[src/rtl/mem_sp_param.sv]
// rtl/mem_sp_param.sv - parametrised single-port synchronous memory with init sweep, req handshake and range errors
module mem_sp_param #(
    parameter int                DATA_W     = 8,
    parameter int                DEPTH      = 32,
    parameter int                ADDR_W     = $clog2(DEPTH),
    parameter int                RD_LATENCY = 1,
    parameter logic [DATA_W-1:0] INIT_VAL   = '0
) (
    input  logic              clk_i,
    input  logic              rst_i,
    input  logic              req_valid_i,
    output logic              req_ready_o,
    input  logic              req_write_i,
    input  logic [ADDR_W-1:0] addr_i,
    input  logic [DATA_W-1:0] data_in_i,
    output logic              rd_valid_o,
    output logic [DATA_W-1:0] data_out_o,
    output logic              rd_err_o,
    output logic              wr_err_o,
    output logic              init_done_o
);

    typedef enum logic {
        ST_INIT,
        ST_READY
    } state_t;

    // One extra bit so DEPTH itself is representable when DEPTH is a power of two.
    localparam logic [ADDR_W:0]   DEPTH_X   = (ADDR_W+1)'(DEPTH);
    localparam logic [ADDR_W-1:0] LAST_IDX  = ADDR_W'(DEPTH - 1);
    // Any latency other than 1 is treated as the two-stage pipeline.
    localparam bit                TWO_STAGE = (RD_LATENCY != 1);

    state_t              state_q;
    logic [ADDR_W-1:0]   cnt_q;
    logic                req_ready_q;
    logic                init_done_q;
    logic                rd_valid_q;
    logic                rd_err_q;
    logic                wr_err_q;
    logic [DATA_W-1:0]   data_out_q;

    // First stage of the two-cycle read path; idle when RD_LATENCY is 1.
    logic                s1_valid_q;
    logic                s1_err_q;
    logic [DATA_W-1:0]   s1_data_q;

    logic [DATA_W-1:0]   mem_q [DEPTH];

    logic                accept;
    logic                addr_ok;
    logic                rd_fire;
    logic [DATA_W-1:0]   rd_word;
    logic                mem_we;
    logic [ADDR_W-1:0]   mem_waddr;
    logic [DATA_W-1:0]   mem_wdata;

    // Request decode and the single write port shared by the sweep and user writes.
    always_comb begin
        accept    = req_valid_i & req_ready_q;
        addr_ok   = ({1'b0, addr_i} < DEPTH_X);
        rd_fire   = accept & ~req_write_i;
        rd_word   = addr_ok ? mem_q[addr_i] : '0;
        mem_we    = 1'b0;
        mem_waddr = cnt_q;
        mem_wdata = INIT_VAL;
        if (!rst_i) begin
            if (state_q == ST_INIT) begin
                mem_we = 1'b1;
            end else if (accept && req_write_i && addr_ok) begin
                mem_we    = 1'b1;
                mem_waddr = addr_i;
                mem_wdata = data_in_i;
            end
        end
    end

    // Storage array: no reset, contents are defined by the post-reset sweep.
    always_ff @(posedge clk_i) begin
        if (mem_we) begin
            mem_q[mem_waddr] <= mem_wdata;
        end
    end

    // Control FSM, read pipeline and registered status outputs.
    always_ff @(posedge clk_i) begin
        if (rst_i) begin
            state_q     <= ST_INIT;
            cnt_q       <= '0;
            req_ready_q <= 1'b0;
            init_done_q <= 1'b0;
            rd_valid_q  <= 1'b0;
            rd_err_q    <= 1'b0;
            wr_err_q    <= 1'b0;
            data_out_q  <= '0;
            s1_valid_q  <= 1'b0;
            s1_err_q    <= 1'b0;
            s1_data_q   <= '0;
        end else begin
            wr_err_q   <= accept & req_write_i & ~addr_ok;

            s1_valid_q <= rd_fire;
            s1_err_q   <= rd_fire & ~addr_ok;
            if (rd_fire) begin
                s1_data_q <= rd_word;
            end

            if (TWO_STAGE) begin
                rd_valid_q <= s1_valid_q;
                rd_err_q   <= s1_valid_q & s1_err_q;
                if (s1_valid_q) begin
                    data_out_q <= s1_data_q;
                end
            end else begin
                rd_valid_q <= rd_fire;
                rd_err_q   <= rd_fire & ~addr_ok;
                if (rd_fire) begin
                    data_out_q <= rd_word;
                end
            end

            case (state_q)
                ST_INIT: begin
                    cnt_q <= cnt_q + 1'b1;
                    if (cnt_q == LAST_IDX) begin
                        state_q     <= ST_READY;
                        req_ready_q <= 1'b1;
                        init_done_q <= 1'b1;
                    end
                end
                ST_READY: begin
                    req_ready_q <= 1'b1;
                    init_done_q <= 1'b1;
                end
                default: begin
                    state_q <= ST_INIT;
                end
            endcase
        end
    end

    assign req_ready_o = req_ready_q;
    assign init_done_o = init_done_q;
    assign rd_valid_o  = rd_valid_q;
    assign rd_err_o    = rd_err_q;
    assign wr_err_o    = wr_err_q;
    assign data_out_o  = data_out_q;

endmodule

[config.mk]
export PLATFORM = sky130hd
export DESIGN_NAME = mem_sp_param
export DESIGN_NICKNAME = d
export VERILOG_FILES = /design/src/rtl/mem_sp_param.sv
export SDC_FILE = /design/constraint.sdc
export NUM_CORES = 1
export LEC_CHECK = 0
export CORE_MARGIN = 10
export CORE_UTILIZATION = 53
export DETAILED_ROUTE_END_ITERATION = 6
export GPL_ROUTABILITY_DRIVEN = 0
export GPL_TIMING_DRIVEN = 0
export HOLD_SLACK_MARGIN = 0.08
export PLACE_DENSITY = 0.7
export SLEW_MARGIN = 40
export SYNTH_ARGS = -nofsm -noshare
export SYNTH_HDL_FRONTEND = slang
export SYNTH_SLANG_ARGS = --single-unit
[constraint.sdc]
create_clock -name clk_i -period 3.6 [get_ports clk_i]
set_input_delay 0.9 -clock clk_i [delete_from_list [all_inputs] [get_ports clk_i]]
set_output_delay 0.9 -clock clk_i [all_outputs]
set_load 0.005 [all_outputs]
# --- Word-level counts from Yosys, hierarchy flattened ---
# Memories as Yosys holds them, arrays and structs flattened. A register that Yosys moved wholly into a read port is not among the register bits.
# Index checks and enable logic that the tools add are counted.
totals:
  ff_bits: 8
  ramBits: 256
  input_bits: 17
  out_inout_bits: 13
  wordCells: 28
  mem_count: 1
memory_table:
  columns: ["name", "words", "word_bits", "read_ports", "rd_ports_with_merged_regs", "write_ports", "line_no", "source"]
  rows:
  - ["mem_q", 32, 8, 1, 1, 1, "48", "logic [DATA_W-1:0] mem_q [DEPTH];"]
op_classes:
  addsub: 1
  eq_ne: 2
  mux: 15
  bitwise: 4
  reduce_logical: 1
op_table:
  columns: ["op", "n"]
  rows:
  - ["$mux W8", 3]
  - ["$mux W5", 3]
  - ["$mux W1", 8]
  - ["$add A5 B1 Y5 const B", 1]
  - ["$eq A5 B5 Y1 const B", 1]
  - ["$and A1 B1 Y1", 2]
  - ["$ne A2 B1 Y1 const B", 1]
  - ["$not A1 Y1", 2]
  - ["$pmux W1 S2", 1]
  - ["$logic_and A1 B1 Y1", 1]

# --- Logic depth before layout (Yosys ltp) ---
# Gate-level depths: netlist (run 1).
depth:
  ltp_word: 7
  depth_mapped: 8
  ltp_nobuf: 5

# --- Worst setup path after synthesis (run 1) ---
# No wires, ideal clock.
synth_path:
  kind: "input-to-reg"
  from: "input rst_i"
  to: "memory mem_q[28][0], enable pin"
  setup_ps: 370
  t_arrival_ps: 2529
  required_ps: 3230
  path_slack_ps: 701
  cell_stages: 6
  path_buffers: 2
  cell_sequence: "buf_2 nor3b_1 clkbuf_1 nor3b_1 o21ai_1 nor2_1"
synth_between:
  elab_chain_cells: 3
  word_cells_on_any_way: 4
  classes_between: "mux: 4"
synth_lines:
  columns: ["item", "line_no", "source"]
  rows:
  - ["start, declared", "10", "input logic rst_i,"]
  - ["$mux W1", "67", "if (!rst_i) begin"]
  - ["$mux W1", "80", "if (mem_we) begin"]
  - ["$mux W1 (not written as such)", "81", "mem_q[mem_waddr] <= mem_wdata;"]
  - ["end, declared", "48", null]
# Several ways; a longest one is shown, not always the timed one.

# --- Worst setup path in the final report (run 1) ---
layout_path:
  from: "input req_write_i"
  to: "memory mem_q[10][4], enable pin"
layout_between:
  elab_chain_cells: 6
  word_cells_on_any_way: 9
  classes_between: "mux: 8; reduce/logical: 1"
layout_lines:
  columns: ["item", "line_no", "source"]
  rows:
  - ["start, declared", "13", "input logic req_write_i,"]
  - ["$logic_and A1 B1 Y1 (*)", "70", "end else if (accept && req_write_i && addr_ok) begin"]
  - ["$mux W1", "70", null]
  - ["$mux W1", "68", "if (state_q == ST_INIT) begin"]
  - ["$mux W1", "67", null]
  - ["$mux W1", "80", null]
  - ["$mux W1 (not written as such)", "81", null]
# Mark *: on every way between the ends. The rest lies on a longest branch, timed or not.

==> flow_metrics.tcl, run 1 <==
set metrics [dict create \
    port_buffers 25 \
    synth_edf_count 256 \
    fp.dieH_um 165 \
    crit_required_ps 3750 \
    via_count 6248 \
    antenna_found_initial 1 \
    netlist_area_mm2 0.0111 \
    fmax_ghz 0.286 \
    area_growth_pct 13.4 \
    synthArstFlopShare 0 \
    relSlewSlack 0.434 \
    finalHoldViolations 0 \
    wl_um 25900 \
    path_clk_slew_ps 60 \
    crit_fanout 10 \
    clock_skew_ps 6.89 \
    dp_hpwl_um 17100 \
    critical_path.max_stage_delay_ps 660 \
    setup_tns_ps 0 \
    cts_buffers 26 \
    vdd_drop_max_mv 0.413 \
    layout_common_cells "edfxtp_1, mux2i_1, a22oi_1, nor2_1, a21oi_1" \
    wl_per_cell_um 25.4 \
    path_common_cell "clkbuf_1" \
    rsz0062_at_grt "yes" \
    power.density_mw_per_mm2 513 \
    diodes 0 \
    synthFlopType "edfxtp_1" \
    synth_cell_types 42 \
    ant_nets 0 \
    cp.arrival_ps 3650 \
    clk_path_buf_depth 3 \
    fin_nets 751 \
    cts_root_buf "clkbuf_16" \
    crit_path_start_kind "primary input" \
    fin_util 0.617 \
    min_period_ps 3490 \
    ys_seq_area_frac 0.723 \
    finalCritPeriodShare 0.970 \
    die_x_um 165 \
    io_pins 30 \
    syn_inst 678 \
    final_common_cell "edfxtp_1" \
    slew_viol_final 0 \
    outcome "finished clean" \
    drc_errors 0 \
    yosysTopAreaCell "edfxtp_1" \
    p_leak_nw 4.82 \
    htree_levels 1 \
    slowest_stage "nor2_1" \
    grt_max_degree 33 \
    seq_area_mm2 0.00801 \
    routed_via_density 6.12 \
    num_rows 52 \
    grt_pass1_wl_um 38100 \
    crit_path_end_kind "flop" \
    core_mm2 0.0204 \
    dpl-instance-area_mm2 0.0117 \
    tritoncts "done" \
    first_pass_iters 5 \
    initial_core_util 0.544 \
    syn_area_per_cell_um2 16.3 \
    grt_pass1_vias 6178 \
    gr-total-overflow 0 \
    criticalPathCategory "in2reg" \
    clk_latency_ps 530 \
    hold_class "reg2reg" \
    maxCapViolCount 0 \
    clkSinkCount 272 \
    tightest_slew_ps 849 \
    final_cell_area_mm2 0.0126 \
    drt_iter0_drc 681 \
    ys_seq_elements 272 \
    yosysWarnings 0 \
    holdBufCountCts 0 \
    yosysTopAreaCellShare 0.694 \
    die-area_mm2 0.0271 \
    grt_usage 0.190 \
    setup_viol 0 \
    layout-drive-gt1-share 0.138 \
    fill_cells 1478 \
    multi_input_area_mm2 0.00277 \
    path_cells "clkdlybuf4s50_1 > nand3_1 > nor3b_1 > clkbuf_1 > clkbuf_1 > a21oi_1 > nor2_1" \
    netlist_top_cells_area "edfxtp_1, mux2i_1, a22oi_1" \
]
==> flip-flops by register name, indices dropped and copies added (netlist names) <==
register	cells
rd_valid_o	1
mem_q	256
state_q	1
init_done_o	1
cnt_q	5
data_out_o	8
==> worst paths after layout <==
path / start / end / slack, ps / cells past startpoint
setup / recovery: req_write_i / mem_q[10][4] / 110 / 7
hold / removal: init_done_o / init_done_o / 510 / 2
setup reg to reg: init_done_o / mem_q[10][4] / 580 / 6
hold reg to reg: init_done_o / init_done_o / 510 / 2
==> critical path, delay by kind of cell <==
family | cells | cell delay (ps)
AOI/OAI and AO/OA | 1 | 240
buffers and inverters | 3 | 1240
and+or+nand+nor | 3 | 1270
==> power breakdown <==
group	total [mW]	switching, mW	internal, mW
sequential	3.44	0.00822	3.43
combinational	0.332	0.207	0.124
clock	2.68	1.10	1.58
==> Yosys cell counts, types with 3 or more instances <==
cell,count
buf_2,9
mux2i_1,130
or4_1,8
dfxtp_1,16
inv_1,3
a22oi_1,62
a21oi_1,38
and2_1,8
a211oi_2,8
nor3_1,3
clkbuf_1,14
edfxtp_1,256
nor4b_1,3
nand2_1,3
o21ai_1,4
a31oi_1,3
nor3b_1,5
buf_6,7
buf_4,10
nor2_1,55
==> area by class of cell <==
cell class                      count  share of cell area
Buffer                             47              0.0268
Tap cell                          270              0.0269
Sequential cell                   272               0.638
Inverter                            3            0.000897
Multi-Input combinational cell    357               0.221
Clock buffer                       32              0.0553
Timing Repair Buffer               25              0.0199
Clock inverter                     15              0.0117
==> per-stage QoR <==
step,hold WS [ps],setup WS (ps),total power [mW],instances
after global placement,500,-661,3.81,974
after floorplan,479,701,3.71,679
after CTS,513,6.74,6.47,1021
after detailed placement,497,-546,3.82,974
final,510,107,6.45,1021
after global routing,564,-111,6.63,1021
==> metal layers <==
layer  share of wire  vias up  track usage
met5         0.00050        -            0
met1            0.41     3112        0.256
met3           0.088       68       0.0381
met2            0.47      316        0.307
met4           0.034        2       0.0600
li1                -     2750            -
==> logic make-up (layout without fill, tap and decap cells) <==
logic type | after synthesis | count (layout) | synth area share
XOR/XNOR | 3 | 3 | 0.00237
other | 1 | 2 | 0.000339
buffers and inverters | 50 | 122 | 0.0314
AO/OA/AOI/OAI | 118 | 118 | 0.0748
multiplexers | 130 | 130 | 0.118
flip-flops | 272 | 272 | 0.723
adder cells (fa/ha/maj) | 2 | 2 | 0.00226
AND/OR/NAND/NOR | 102 | 102 | 0.0479
==> timing repair <==
item                       in CTS  in global routing
gates resized for setup         1                 10
buffers inserted                0                  0
gates cloned                    0                  0
setup endpoints to repair       8                 88
Note: power is estimated with default switching activity, not from simulation.
==> run 2: changes to the inputs <==
--- a/constraint.sdc
+++ b/constraint.sdc
@@ -3,2 +3,2 @@
 set_output_delay 0.9 -clock clk_i [all_outputs]
-set_load 0.005 [all_outputs]
+set_load 0.01 [all_outputs]
==> results of run 2 <==
The final DEF is identical to that of run 1. Status: finished clean.
==> run 3: changes to the inputs <==
SLEW_MARGIN = 0   (was 40)
==> run 3 against run 2 <==
Maximum frequency fell by 4.3%. Wire length rose by 0.14%. Clock skew rose by 1.5 ps. Register-to-register slack got worse by 170 ps. Count of clock-buffer cells in the layout fell by 2. The flow now finishes with violations (negative setup slack). Clock power barely moved.
==> flow_metrics.tcl, run 3 (same netlist as run 1, synthesis figures left out) <==
set metrics [dict create \
    gr-total-overflow 0 \
    slew_viol_final 0 \
    hold_end "init_done_o" \
    min_period_ps 3650 \
    dp_slack_ps -726 \
    reg2reg_to "mem_q[28][4]" \
    clock_skew_ps 8.42 \
    wl_met2_um 12500 \
    top_layer "met5" \
    fin_nets 751 \
    grt_max_degree 33 \
    io_pins 30 \
    largest_reg_flops 256 \
    grt_pass1_vias 6185 \
    antenna_found_initial 1 \
    rsz0062_at_grt "yes" \
    setup_viol 80 \
    clkSinkCount 272 \
    seq_area_mm2 0.00801 \
    relSlewSlack 0.269 \
    diodes 0 \
    finalWorstSetupSlack_ps -49.2 \
    vdd_drop_max_mv 0.454 \
    reg2reg_depth 6 \
    num_rows 52 \
    initial_core_util 0.544 \
    cts_root_buf "clkbuf_16" \
    outcome "complete, but fails checks" \
    die-area_mm2 0.0271 \
    rr_startpoint "init_done_o" \
    ff2ff_setup_slack_ps 410 \
    path_clk_slew_ps 60 \
    crit_path_start_kind "primary input" \
    ant_nets 0 \
    routed_via_density 6.11 \
    criticalPathCategory "in2reg" \
    dpl-instance-area_mm2 0.0117 \
    critical_path.max_stage_delay_ps 730 \
    tritoncts "done" \
    met3_wirelength_um 2020 \
    crit_required_ps 3760 \
    grt_usage 0.190 \
    drt_iter0_drc 686 \
    wl_per_cell_um 25.5 \
    area_growth_pct 13.2 \
    multi_input_area_mm2 0.00276 \
    path_common_cell "nor3b_1" \
    maxCapViolCount 0 \
    clk_latency_ps 530 \
    dp_hpwl_um 17100 \
    clk_path_buf_depth 3 \
    htree_levels 1 \
    fmax_ghz 0.274 \
    cp.arrival_ps 3810 \
    via_count 6230 \
    p_leak_nw 4.82 \
    crit_path_end_kind "flop" \
    drc_errors 0 \
    final_cell_area_mm2 0.0125 \
    crit_fanout 10 \
    first_pass_iters 5 \
    finalHoldViolations 0 \
    die_x_um 165 \
    port_buffers 25 \
    min_path_cells 2 \
    grt_pass1_wl_um 38200 \
    core_mm2 0.0204 \
    power.density_mw_per_mm2 514 \
    final_common_cell "edfxtp_1" \
    finalCritPeriodShare 1.01 \
    max_flop_register "mem_q" \
    violations "negative setup slack" \
    min_from "init_done_o" \
    slowest_stage "nor2_1" \
    tightest_slew_ps 1090 \
    fill_cells 1479 \
    holdWs_ps 513 \
    cts_buffers 26 \
    fp.dieH_um 165 \
    layout_common_cells "edfxtp_1, mux2i_1, a22oi_1, nor2_1, a21oi_1" \
    path_cells "clkdlybuf4s50_1 > nand3_1 > nor3b_1 > clkbuf_1 > nor3b_1 > o21ai_1 > nor2_1" \
    setup_tns_ps -1590 \
    wl_um 26000 \
    hold_class "reg2reg" \
    wl_met1_um 10700 \
    layout-drive-gt1-share 0.136 \
]
[run 3: cell types whose count changed in the layout (fill, tap and decap cells not counted), sizes merged]
cell and delta:
clkbuf -2, clkinv +2, clkinvlp -1
[run 3: final cells by class]
cell class                 instances  share of cell area
sequential                       272               0.639
multi-input combinational        357               0.220
clock buffer                      30              0.0548
tap                              270              0.0269
buffer                            47              0.0268
timing repair buffer              25              0.0200
clock inverter                    16              0.0120
inverter                           3            0.000898
[run 3: worst max-delay path by stage]
stage	startpoint	endpoint
6_report	req_write_i	mem_q[28][4]
3_5_place_dp	req_write_i	mem_q[29][2]
3_3_place_gp	req_write_i	mem_q[29][2]
5_1_grt	req_write_i	mem_q[0][4]
4_1_cts	req_write_i	mem_q[28][6]
2_1_floorplan	rst_i	mem_q[28][0]
[run 3: report_power, final]
group	switching, mW	total, mW	internal [mW]
clock	1.11	2.68	1.57
sequential	0.00781	3.44	3.43
combinational	0.205	0.328	0.123
total	1.33	6.45	5.12
[run 3: worst max-delay path, delay by kind of cell]
family	cells	cell delay, ps
AND/OR/NAND/NOR	4	1630
AO/OA/AOI/OAI	1	390
buffers and inverters	2	880
[run 3: repair_timing]
| action | in CTS | in global routing |
|---|---|---|
| hold buffers | 0 | 0 |
| endpoints found under the setup margin | 198 | 280 |
| resized for setup | 8 | 11 |
| buffers inserted | 0 | 0 |
[run 3: through the flow]
step,std cells,total power [mW],utilization
6_report,1020,6.45,0.616
5_1_grt,1020,6.62,0.616
4_1_cts,1020,6.46,0.614
3_5_place_dp,974,3.82,0.573
3_3_place_gp,974,3.81,0.573
2_1_floorplan,679,3.71,-
[run 3: per-layer routing]
| metal | GRT usage | up-vias |
|---|---|---|
| met5 | 0 | - |
| met1 | 0.252 | 3133 |
| li1 | - | 2761 |
| met4 | 0.0515 | 2 |
| met3 | 0.0373 | 57 |
| met2 | 0.315 | 277 |
